`src/rtl/rtc_regfile_prot_if.sv`:
```
// rtl/rtc_regfile_prot_if.sv - register bus between a host and the protected RTC register file
interface rtc_regfile_prot_if #(
    parameter int DATA_W = 8,
    parameter int ADDR_W = 4
);
    logic [ADDR_W-1:0] addr;
    logic [DATA_W-1:0] data_in;
    logic              write_en;
    logic              read_en;
    logic [DATA_W-1:0] data_out;
    logic              rd_valid;
    logic              wr_err;
    logic              rd_err;
    logic              locked;

    modport master (
        output addr, data_in, write_en, read_en,
        input  data_out, rd_valid, wr_err, rd_err, locked
    );

    modport slave (
        input  addr, data_in, write_en, read_en,
        output data_out, rd_valid, wr_err, rd_err, locked
    );
endinterface

```
`src/rtl/rtc_regfile_prot.sv`:
```
// rtl/rtc_regfile_prot.sv - RTC register file with key-sequence unlock gate on the upper range
module rtc_regfile_prot #(
    parameter int DATA_W     = 8,
    parameter int ADDR_W     = 4,
    parameter int DEPTH      = 16,
    parameter int PROT_BASE  = 8,
    parameter int KEY_ADDR   = 15,
    parameter int UNLOCK_TMO = 16
) (
    input  logic                clk,
    input  logic                rst_n,
    rtc_regfile_prot_if.slave   bus
);
    localparam int CNT_W = $clog2(UNLOCK_TMO + 1);
    localparam logic [ADDR_W:0]   DEPTH_X = (ADDR_W+1)'(DEPTH);
    localparam logic [ADDR_W:0]   PROT_X  = (ADDR_W+1)'(PROT_BASE);
    localparam logic [ADDR_W-1:0] KEY_A   = ADDR_W'(KEY_ADDR);

    typedef enum logic [1:0] {
        S_LOCKED   = 2'd0,
        S_KEY1_OK  = 2'd1,
        S_UNLOCKED = 2'd2
    } state_t;

    state_t            state;
    logic [CNT_W-1:0]  cnt;
    logic [DATA_W-1:0] mem [DEPTH];

    logic [DATA_W-1:0] data_out_q;
    logic              rd_valid_q;
    logic              wr_err_q;
    logic              rd_err_q;
    logic              locked_q;

    logic              in_range;
    logic              is_key;
    logic              is_prot;
    logic              key_wr;
    logic              prot_wr;
    logic              store_en;
    logic              wr_reject;
    logic [7:0]        key_byte;
    logic [DATA_W-1:0] rd_data;

    always_comb begin
        in_range  = {1'b0, bus.addr} < DEPTH_X;
        is_key    = in_range && (bus.addr == KEY_A);
        is_prot   = in_range && !is_key && ({1'b0, bus.addr} >= PROT_X);
        key_wr    = bus.write_en && is_key;
        prot_wr   = bus.write_en && is_prot && (state == S_UNLOCKED);
        store_en  = bus.write_en && in_range && !is_key && (!is_prot || state == S_UNLOCKED);
        wr_reject = bus.write_en && (!in_range || (is_prot && state != S_UNLOCKED));
        key_byte  = bus.data_in[7:0];
    end

    // Pre-write contents: the store lands on the same edge that registers this value.
    always_comb begin
        rd_data = '0;
        for (int i = 0; i < DEPTH; i++) begin
            if (bus.addr == ADDR_W'(i)) rd_data = mem[i];
        end
        if (is_key)        rd_data = {{(DATA_W-2){1'b0}}, state};
        else if (!in_range) rd_data = '0;
    end

    always_ff @(posedge clk) begin
        if (!rst_n) begin
            for (int i = 0; i < DEPTH; i++) mem[i] <= '0;
        end else if (store_en) begin
            for (int i = 0; i < DEPTH; i++) begin
                if (bus.addr == ADDR_W'(i)) mem[i] <= bus.data_in;
            end
        end
    end

    always_ff @(posedge clk) begin
        if (!rst_n) begin
            data_out_q <= '0;
            rd_valid_q <= 1'b0;
            rd_err_q   <= 1'b0;
            wr_err_q   <= 1'b0;
        end else begin
            rd_valid_q <= bus.read_en;
            rd_err_q   <= bus.read_en && !in_range;
            wr_err_q   <= wr_reject;
            if (bus.read_en) data_out_q <= rd_data;
        end
    end

    // Key FSM; a key write takes priority over timeout expiry in the same cycle.
    always_ff @(posedge clk) begin
        if (!rst_n) begin
            state    <= S_LOCKED;
            locked_q <= 1'b1;
            cnt      <= '0;
        end else begin
            case (state)
                S_LOCKED: begin
                    if (key_wr && key_byte == 8'h55) state <= S_KEY1_OK;
                end
                S_KEY1_OK: begin
                    if (bus.write_en) begin
                        if (key_wr && key_byte == 8'hAA) begin
                            state    <= S_UNLOCKED;
                            locked_q <= 1'b0;
                            cnt      <= CNT_W'(UNLOCK_TMO);
                        end else begin
                            state <= S_LOCKED;
                        end
                    end
                end
                S_UNLOCKED: begin
                    cnt <= cnt - CNT_W'(1);
                    if (key_wr) begin
                        state    <= (key_byte == 8'h55) ? S_KEY1_OK : S_LOCKED;
                        locked_q <= 1'b1;
                        cnt      <= '0;
                    end else if (prot_wr || cnt == CNT_W'(1)) begin
                        state    <= S_LOCKED;
                        locked_q <= 1'b1;
                        cnt      <= '0;
                    end
                end
                default: begin
                    state    <= S_LOCKED;
                    locked_q <= 1'b1;
                    cnt      <= '0;
                end
            endcase
        end
    end

    assign bus.data_out = data_out_q;
    assign bus.rd_valid = rd_valid_q;
    assign bus.wr_err   = wr_err_q;
    assign bus.rd_err   = rd_err_q;
    assign bus.locked   = locked_q;
endmodule

```
`src/flat_wrapper.sv`:
```
// flat-port wrapper written by rule: the top's interface ports become plain ports
module rtc_regfile_prot_flat 
#(
    parameter int DATA_W     = 8,
    parameter int ADDR_W     = 4,
    parameter int DEPTH      = 16,
    parameter int PROT_BASE  = 8,
    parameter int KEY_ADDR   = 15,
    parameter int UNLOCK_TMO = 16
)
  (clk, rst_n, bus_addr, bus_data_in, bus_write_en, bus_read_en, bus_data_out, bus_rd_valid, bus_wr_err, bus_rd_err, bus_locked);
  rtc_regfile_prot_if #(.DATA_W(DATA_W), .ADDR_W(ADDR_W)) bus_i ();
  input  logic clk;
  input  logic rst_n;
  input wire logic [$bits(bus_i.addr)-1:0] bus_addr;
  input wire logic [$bits(bus_i.data_in)-1:0] bus_data_in;
  input wire logic [$bits(bus_i.write_en)-1:0] bus_write_en;
  input wire logic [$bits(bus_i.read_en)-1:0] bus_read_en;
  output wire logic [$bits(bus_i.data_out)-1:0] bus_data_out;
  output wire logic [$bits(bus_i.rd_valid)-1:0] bus_rd_valid;
  output wire logic [$bits(bus_i.wr_err)-1:0] bus_wr_err;
  output wire logic [$bits(bus_i.rd_err)-1:0] bus_rd_err;
  output wire logic [$bits(bus_i.locked)-1:0] bus_locked;
  assign bus_i.addr = bus_addr;
  assign bus_i.data_in = bus_data_in;
  assign bus_i.write_en = bus_write_en;
  assign bus_i.read_en = bus_read_en;
  assign bus_data_out = bus_i.data_out;
  assign bus_rd_valid = bus_i.rd_valid;
  assign bus_wr_err = bus_i.wr_err;
  assign bus_rd_err = bus_i.rd_err;
  assign bus_locked = bus_i.locked;
  rtc_regfile_prot #(.DATA_W(DATA_W), .ADDR_W(ADDR_W), .DEPTH(DEPTH), .PROT_BASE(PROT_BASE), .KEY_ADDR(KEY_ADDR), .UNLOCK_TMO(UNLOCK_TMO)) u_core (.clk(clk), .rst_n(rst_n), .bus(bus_i));
endmodule
```
`config.mk`:
```
export PLATFORM = sky130hd
export DESIGN_NAME = rtc_regfile_prot_flat
export DESIGN_NICKNAME = d
export VERILOG_FILES = /design/src/rtl/rtc_regfile_prot_if.sv /design/src/rtl/rtc_regfile_prot.sv /design/src/flat_wrapper.sv
export SDC_FILE = /design/constraint.sdc
export NUM_CORES = 1
export LEC_CHECK = 0
export CORE_MARGIN = 2
export CORE_UTILIZATION = 35
export CTS_CLUSTER_SIZE = 16
export DETAILED_ROUTE_END_ITERATION = 8
export GPL_TIMING_DRIVEN = 0
export HOLD_SLACK_MARGIN = 0.05
export SLEW_MARGIN = 20
export SYNTH_ARGS = -nofsm -noshare
export SYNTH_HDL_FRONTEND = slang
export SYNTH_SLANG_ARGS = --single-unit
```
`constraint.sdc`:
```
create_clock -name clk -period 4.4 [get_ports clk]
set_input_delay 0.88 -clock clk [delete_from_list [all_inputs] [get_ports clk]]
set_output_delay 0.88 -clock clk [all_outputs]
set_load 0.02 [all_outputs]
```
-- Word level (Yosys, flattened, before mapping)
Memories as Yosys holds them, arrays and structs flattened.
Index checks and enable logic that the tools add are counted.
- memory bits (writable): 128
- output and inout port bits: 12
- bits of input ports: 16
- word-level logic and storage cells: 184
- memories: 1
- bits in registers: 18
- add/sub/neg operators: 1
- multiplexer cells: 114
- order comparisons: 1
- eq/ne operators: 25
- bitwise gates (word level): 17
- reduce and logical (&&, ||, !) cells: 19
- memory list (name ; depth ; bits a word ; rd ports ; clocked after memory_dff ; wr ports ; RTL line ; source):
    u_core.mem ; 16 ; 8 ; 15 ; 0 ; 16 ; rtc_regfile_prot.sv:27 ; logic [DATA_W-1:0] mem [DEPTH];
- operator list (operator ; number):
    $mux W8 ; 32
    $mux W1 ; 70
    $eq A4 B4 Y1 const B ; 8
    $mux W5 ; 4
    $eq A4 B3 Y1 const B ; 4
    $or A1 B1 Y1 ; 16
    $pmux W5 S3 ; 1
    $logic_and A1 B1 Y1 ; 10
    $mux W2 ; 5
    $eq A4 B2 Y1 const B ; 2
    $eq A8 B7 Y1 const B ; 1
    $eq A8 B8 Y1 const B ; 1
    $pmux W2 S3 ; 1
    $reduce_and A3 Y1 ; 2
    $eq A5 B1 Y1 const B ; 1
    $sub A5 B1 Y5 const B ; 1
    $eq A4 B1 Y1 const B ; 1
    $ge A4 B4 Y1 const B ; 1
    $logic_not A4 Y1 ; 1
    $ne A2 B1 Y1 const B ; 2
    $ne A2 B2 Y1 const B ; 2
    $reduce_and A4 Y1 ; 1
    $ne A3 B2 Y1 const B ; 1
    $pmux W1 S3 ; 1
    6 further kinds ; 8

-- Depth between registers and ports, before layout
Gate-level depths: netlist of the first run.
- word-level depth: 17
- gate-level depth with buffers: 8

-- Worst setup path after synthesis of the first run
No wires, ideal clock.
- kind: in2reg
- from: input port bus_addr[2]
- to: memory u_core.mem[12][4], in the netlist u_core.mem[0][100] (enable)
- buffers on the path: 3
- setup slack: 1.667 ns
- stages on the path: 6
- arrival time: 2.347 ns
- data required time: 4.013 ns
- cells stage by stage: buf_4 > buf_4 > buf_2 > and2_1 > nand3_1 > o31ai_1
- RTL lines (what ; RTL line ; source):
    start, declared ; flat_wrapper.sv:15 ; input wire logic [$bits(bus_i.addr)-1:0] bus_addr;
    end, declared ; rtc_regfile_prot.sv:27 ;

==> results.cfg, run 1 <==
[sta]
worst_pin_slew_ns = 1.003
fin_crit_ns = 3.331
report.final.hold_viol_count = 0
max_freq_mhz = 300.2
setup-tns-final_ns = 0
finClkSkew_ns = 0.01283
slew_viol_final = 0
finalWorstSetupSlack_ns = 1.069
min_period_over_period_pct = 75.69
rsz0062_at_grt = no
setup_viol = 0
slew_headroom_pct = 32.70

[global_routing]
antenna_found_initial = 0
grt_overflow = 0
grt_max_degree = 17
grt_pass1_wl_um = 29730
grt_usage_pct = 20.13
grt_pass1_vias = 5007

[cells_and_area]
fillCellCount = 1754
layout_commonest_cell = edfxtp_1
final_net_count = 640
drive_gt1_share_pct = 13.95
utilization_pct = 41.65
final_cell_mix = edfxtp_1, nor2_1, nand2_1
area_growth_pct = 16.87
finalNonFillerCells = 865
antenna_cells = 0

[cts]
clock_latency_ns = 0.44
clockBufferDepth = 2
cts_buffers = 17
cts.sinks = 138
ctsResizeCount = 0
cts_tree = yes
htree_levels = 4
cts_setup_buffers = 0
hold_buffers = 0
root_buffer = clkbuf_16
clkTransAtPathRegs_ns = 0.06

[critical_path]
crit_path_max_fanout = 10
crit_type = in -> reg
path_delay_family = buffers and inverters
crit_path_start_kind = input pin
cp_slowest_cell = o31ai_2
crit_buf_inv = 4
required_ns = 4.44
crit_chain = clkdlybuf4s50_1 -> buf_4 -> buf_4 -> buf_2 -> and2_1 -> nand3_1 -> o31ai_2
worst_path_largest_cell_delay_ns = 0.84
cp_common_cell = buf_4
cp-end-kind = flip-flop
arrival_ns = 3.37

[place]
place_congestion = 0.9537
post-place-ws_ns = 0.7009
numPortBuffers = 23
place_inst = 833
hpwl_um = 13860

[synthesis]
syn_nets = 598
ys_seq_area_share_pct = 59.46
synth_area_sq_mm = 0.006666
synth_edf_count = 120
ys_types = 78
synth-seq-cells = 138
yosysWarnings = 0
synth-async-reset-ratio_pct = 0
synth_cells = 576
synth_flop_cell = edfxtp_1
avgSynthCellArea_sq_um = 11.57

[route]
wl_per_cell_um = 22.69
post-route-drc-count = 0
antenna_left = 0
drtIter0Drc = 773
num_vias = 5024
avgViaCountPerCell = 5.808
drt_first_pass_iters = 6
wl_um = 19630

[die]
dieArea_sq_mm = 0.02017
die_h_um = 142.0
start_util_pct = 35.64
core_sq_mm = 0.01871
die-width_um = 142.0
num_io_pins = 28
num_rows = 50

[power]
leakage_nw = 2.742
power.density_mw_per_mm2 = 422.4
vdd_drop_max_mv = 0.2315

[hold_path]
hold_path.class = reg -> reg

[job]
cap_violations = 0

[outcome]
status = complete, no violations
## flip-flops by register name, summed over array words and instances (netlist names)
signal               cells
u_core.mem             120
u_core.bus.data_out      8
u_core.bus.locked        1
u_core.cnt               5
u_core.bus.wr_err        1
u_core.bus.rd_valid      1
u_core.state             2
## layer usage
metal	GRT usage [%]	vias up	share of wire (%)
li1	-	2208	-
met1	26.89	2483	41
met2	31.12	287	47
met3	4.778	46	8.7
met4	9.368	0	3.2
met5	0	-	0
## Yosys cell counts (6+ instances only)
cell      count  area share [%]
edfxtp_1    120              54
nor2_1      102             5.7
nand2_1      49             2.8
dfxtp_1      18             5.4
o21ai_0      18             1.4
inv_1        17            0.96
clkbuf_1     16            0.90
a21oi_1      15             1.1
nand3_1      15             1.1
mux2i_1      13             2.0
buf_4        12             1.4
nand2b_1     12             1.1
buf_2         8            0.60
mux2_2        8             1.4
nor2b_1       8            0.75
o22ai_1       8            0.75
mux4_2        7             2.4
buf_6         6             1.0
ha_1          6             1.1
o211ai_1      6            0.68
## tightest hold or removal path, stage by stage, from the launching register on
cell and delay (ns):
dfxtp_1 0.33, nand2_1 0.06, o21ai_0 0.06
## worst paths after layout
path,start,end,slack [ns],cells after the start
min reg2reg,u_core.cnt[4],u_core.cnt[4],0.50,2
max,bus_addr[2],u_core.mem[0][98],1.07,7
min,u_core.cnt[4],u_core.cnt[4],0.50,2
max reg2reg,u_core.state[0],u_core.mem[0][98],2.27,4
## logic make-up after synthesis
| group | Yosys count | share of synthesized area, % |
|---|---|---|
| compound gates | 111 | 12.20 |
| fa+ha+maj | 6 | 1.126 |
| buf+inv | 62 | 4.992 |
| flops | 138 | 59.46 |
| mux | 29 | 5.837 |
| other cells | 1 | 0.05625 |
| simple gates | 229 | 16.33 |
## metrics by stage
step	area, sq um	total power, W	hold WS (ns)
5_1_grt	7791	0.003374	0.5239
4_1_cts	7791	0.003288	0.4903
3_3_place_gp	7189	0.001867	0.4668
3_5_place_dp	7194	0.001871	0.4825
6_report	7791	0.003291	0.5004
2_1_floorplan	6666	0.001740	0.4497
## layout make-up
class	count	area [sq um]	share of cell area, %
Sequential cell	138	3964	50.88
Multi-Input combinational cell	376	2375	30.48
Clock buffer	26	541.8	6.954
Tap cell	234	292.8	3.758
Buffer	43	261.5	3.356
Timing Repair Buffer	23	230.2	2.955
Inverter	19	71.32	0.9154
Clock inverter	6	55.05	0.7066
## where the power goes
part | switching, W | internal, W
Combinational | 0.000208 | 0.000112
Sequential | 0.0000287 | 0.00150
Clock | 0.000538 | 0.000900
Total | 0.000775 | 0.00252
No activity file was read; power rests on OpenSTA's default activity.
==> inputs of run 2 (changes only) <==
clock period = 2.9 ns   (was 4.4 ns; I/O delays follow)
==> run 2 against run 1 <==
Net effect: combinational power rose by 52%; clock skew grew 0.0040 ns; sequential share of layout area fell by 0.18 points; worst setup slack worse by 1.0 ns; wire length shrank 0.42%; core utilization increased by 0.15 points; global-route usage unchanged; largest power group unchanged.
==> results.cfg, run 2 (same netlist as run 1, synthesis figures left out) <==
[sta]
min_period_over_period_pct = 97.93
setup_viol = 0
fin_crit_ns = 2.840
worst_pin_slew_ns = 0.8741
max_freq_mhz = 352.1
rsz0062_at_grt = no
report.final.hold_viol_count = 0
finClkSkew_ns = 0.01681
slew_headroom_pct = 41.34
slew_viol_final = 0

[cts]
cts.sinks = 138
clockBufferDepth = 2
hold_buffers = 0
root_buffer = clkbuf_16
htree_levels = 4
cts_tree = yes
clkTransAtPathRegs_ns = 0.06
cts_buffers = 17
clock_latency_ns = 0.44

[job]
cap_violations = 0

[cells_and_area]
multi_input_area_sq_mm = 0.002395
top_register = u_core.mem
stdcell_area_sq_mm = 0.007819
antenna_cells = 0
layout_commonest_cell = edfxtp_1
largest_reg_flops = 120
final_net_count = 641
final_cell_mix = edfxtp_1, nor2_1, nand2_1
fillCellCount = 1749
area_growth_pct = 17.29
regArea_sq_mm = 0.003964
drive_gt1_share_pct = 14.72
finalNonFillerCells = 866

[global_routing]
grt_pass1_wl_um = 29770
antenna_found_initial = 0
grt_max_degree = 17
grt_overflow = 0
grt_pass1_vias = 4998
grt_usage_pct = 20.13

[critical_path]
crit_path_start_kind = input pin
rr_startpoint = u_core.state[0]
crit_path_max_fanout = 10
arrival_ns = 2.94
cp_slowest_cell = clkdlybuf4s50_1
worst_path_largest_cell_delay_ns = 0.57
crit_chain = clkdlybuf4s50_1 -> buf_4 -> buf_6 -> nor2b_1 -> nand3_1 -> nand2_1
path_delay_family = simple AND/OR/NAND/NOR gates
crit_buf_inv = 3
cp-startpoint = bus_addr[1]
required_ns = 3.00
cp-end-kind = flip-flop
crit_type = in -> reg

[power]
pwr-share-clk_pct = 43.6
pwr-share-seq_pct = 46.6
leakage_nw = 2.748
comb_power_share_pct = 9.8
p_total_w = 0.004992
swShare_pct = 23.49
vdd_drop_max_mv = 0.3515
intPower_w = 0.003819
power.density_mw_per_mm2 = 638.5
p_sw_w = 0.001173

[die]
core_sq_mm = 0.01871
start_util_pct = 35.64
num_rows = 50
die_h_um = 142.0
dieArea_sq_mm = 0.02017
num_io_pins = 28
die-width_um = 142.0

[hold_path]
hp-start = u_core.cnt[4]
hold_path.class = reg -> reg

[route]
avgViaCountPerCell = 5.821
drtIter0Drc = 649
drt_first_pass_iters = 8
wl_per_cell_um = 22.57
wl_um = 19550
post-route-drc-count = 0
num_vias = 5041
antenna_left = 0

[place]
hpwl_um = 13860
place_inst = 833
placed_cell_area_sq_mm = 0.007194
numPortBuffers = 23
place_congestion = 0.9537

[outcome]
status = complete, no violations
[run 2: worst paths after layout]
check	end	slack [ns]	cells past startpoint
hold / removal	u_core.cnt[4]	0.49	2
hold reg to reg	u_core.cnt[4]	0.49	2
setup reg to reg	u_core.mem[0][66]	0.81	6
setup / recovery	u_core.mem[0][55]	0.06	6
[run 2: power groups by stage]
stage	combinational [W]	clock [W]	sequential, W
after detailed placement	0.000473	0	0.00237
after global routing	0.000514	0.00227	0.00234
after floorplan	0.000283	0	0.00236
after CTS	0.000476	0.00219	0.00233
final	0.000488	0.00218	0.00233
after global placement	0.000471	0	0.00236
[run 2: per-stage QoR]
step	setup WS (ns)	hold slack (ns)	util [%]	setup TNS, ns
2_1_floorplan	0.4665	0.4497	-	0
3_3_place_gp	-0.8660	0.4668	38.43	-28.78
3_5_place_dp	-0.4991	0.4825	38.46	-18.50
4_1_cts	0.07758	0.4903	41.73	0
5_1_grt	0.03631	0.5238	41.80	0
6_report	0.05992	0.4920	41.80	0
[run 2: cell type report]
type                    count  share of cell area (%)
repair buffers             24                   3.040
plain buffers              43                   3.345
clock inverters             6                  0.7041
well taps                 234                   3.745
inverters                  19                  0.9121
flip-flops and latches    138                   50.70
clock buffers              26                   6.929
multi-input cells         376                   30.63
[run 2: worst min-delay path: stages, from the launching register on]
cell and delay (ns):
dfxtp_1 0.32, nand2_1 0.06, o21ai_0 0.06
[run 2: per-layer routing]
metal	up-vias	part of all wire, %	global-route usage (%)
li1	2214	-	-
met1	2492	41	26.98
met2	285	47	31.10
met3	50	8.6	4.610
met4	0	3.5	9.474
met5	-	0	0
[run 2: what timing repair did]
item                       CTS  global route
cloned                       0             0
buffers inserted             0             1
gates resized for setup      3             2
setup endpoints to repair    8            24
pin swaps                    0             1
==> inputs of run 3 (changes only) <==
CORE_MARGIN = 4   (was 2)
==> run 3 against run 2 <==
Net effect: combinational power hardly changed; critical path type unchanged; cell count stayed put; global-route usage is 1.1 points lower; register-to-register slack hardly changed; largest cell class unchanged; worst setup slack better by 0.051 ns; via count is 0.28% lower.
==> results.cfg, run 3 (same netlist as run 1, synthesis figures left out) <==
[outcome]
status = complete, no violations

[global_routing]
grt_pass1_vias = 5065
grt_overflow = 0
grt_max_degree = 17
grt_usage_pct = 19.05
antenna_found_initial = 0
grt_pass1_wl_um = 30740

[place]
place_congestion = 0.9488
hpwl_um = 14060
numPortBuffers = 23

[cts]
cts_buffers = 17
clock_latency_ns = 0.43
root_buffer = clkbuf_16
clockBufferDepth = 2
hold_buffers = 0
cts_tree = yes
cts_setup_buffers = 0
htree_levels = 4
cts.sinks = 138
clkTransAtPathRegs_ns = 0.06

[critical_path]
ff2ff_path_depth = 6
arrival_ns = 2.93
cp-end-kind = flip-flop
crit_path_start_kind = input pin
required_ns = 3.04
crit_path_max_fanout = 10
crit_type = in -> reg

[die]
num_io_pins = 28
dieArea_sq_mm = 0.02132
start_util_pct = 35.64
die_h_um = 146.0
die-width_um = 146.0
num_rows = 50
core_sq_mm = 0.01871

[route]
avgViaCountPerCell = 5.805
post-route-drc-count = 0
drtIter0Drc = 540
wl_per_cell_um = 23.04
drt_first_pass_iters = 6
wl_um = 19960
antenna_left = 0
num_vias = 5027

[hold_path]
hold_path_depth = 1
hold_path.class = reg -> reg

[cells_and_area]
top_register = u_core.mem
drive_gt1_share_pct = 15.03
largest_reg_flops = 120
area_growth_pct = 17.21
layout_commonest_cell = edfxtp_1
antenna_cells = 0
final_cell_mix = edfxtp_1, nor2_1, nand2_1
fillCellCount = 1747
utilization_pct = 41.77
final_net_count = 641

[sta]
min_period_over_period_pct = 96.18
finClkSkew_ns = 0.008542
rsz0062_at_grt = no
fin_hold_ws_ns = 0.4948
worst_pin_slew_ns = 0.9440
report.final.hold_viol_count = 0
fin_crit_ns = 2.789
max_freq_mhz = 358.5
setup_viol = 0
slew_viol_final = 0
slew_headroom_pct = 36.65

[power]
p_total_w = 0.005043
vdd_drop_max_mv = 0.3418
leakage_nw = 2.736
power.density_mw_per_mm2 = 645.4

[job]
cap_violations = 0
## run 3: final cells by class
type                    instances  area [sq um]  area share [%]
well taps                     234         292.8           3.747
multi-input cells             376          2386           30.54
repair buffers                 24         237.7           3.042
clock buffers                  17         425.4           5.444
plain buffers                  43         261.5           3.347
clock inverters                15         175.2           2.242
inverters                      19         71.32          0.9127
flip-flops and latches        138          3964           50.73
## run 3: worst max-delay path: stages
cell and delay, ns:
clkdlybuf4s50_1 0.52, buf_4 0.23, buf_4 0.23, buf_2 0.30
and2_1 0.28, nand3_1 0.16, o31ai_2 0.38, buf_4 0.25
## run 3: final timing paths
path                          start                endpoint  slack [ns]
max                     bus_addr[2]       u_core.mem[0][96]        0.11
min          u_core.bus.data_out[7]  u_core.bus.data_out[7]        0.49
max reg2reg         u_core.state[0]       u_core.mem[0][66]        0.81
min reg2reg  u_core.bus.data_out[7]  u_core.bus.data_out[7]        0.49
## run 3: timing repair
item	in CTS	in global routing
resized for setup	2	2
hold endpoints to repair	0	0
setup endpoints to repair	11	16
gates cloned	0	0
## run 3: per-layer routing
metal	share of wire [%]	up-vias	global-route usage, %
met3	8.7	42	5.276
met5	0	-	0
met4	3.0	0	7.996
met2	47	260	30.50
met1	41	2510	24.48
li1	-	2215	-
## run 3: metrics by stage
step	instances	setup slack [ns]	TNS, ns	cell area (sq um)
floorplan	576	0.4665	0	6666
global placement	833	-0.9200	-31.07	7189
detailed placement	834	-0.4766	-17.25	7202
CTS	866	0.07639	0	7809
global route	866	0.01613	0	7814
finish	866	0.1108	0	7814
## run 3: power by group
| group | total, W | switching, W | internal [W] | leakage [nW] |
|---|---|---|---|---|
| Sequential | 0.00232 | 0.0000435 | 0.00228 | 1.31 |
| Combinational | 0.000491 | 0.000319 | 0.000172 | 1.14 |
| Clock | 0.00223 | 0.000879 | 0.00135 | 0.287 |
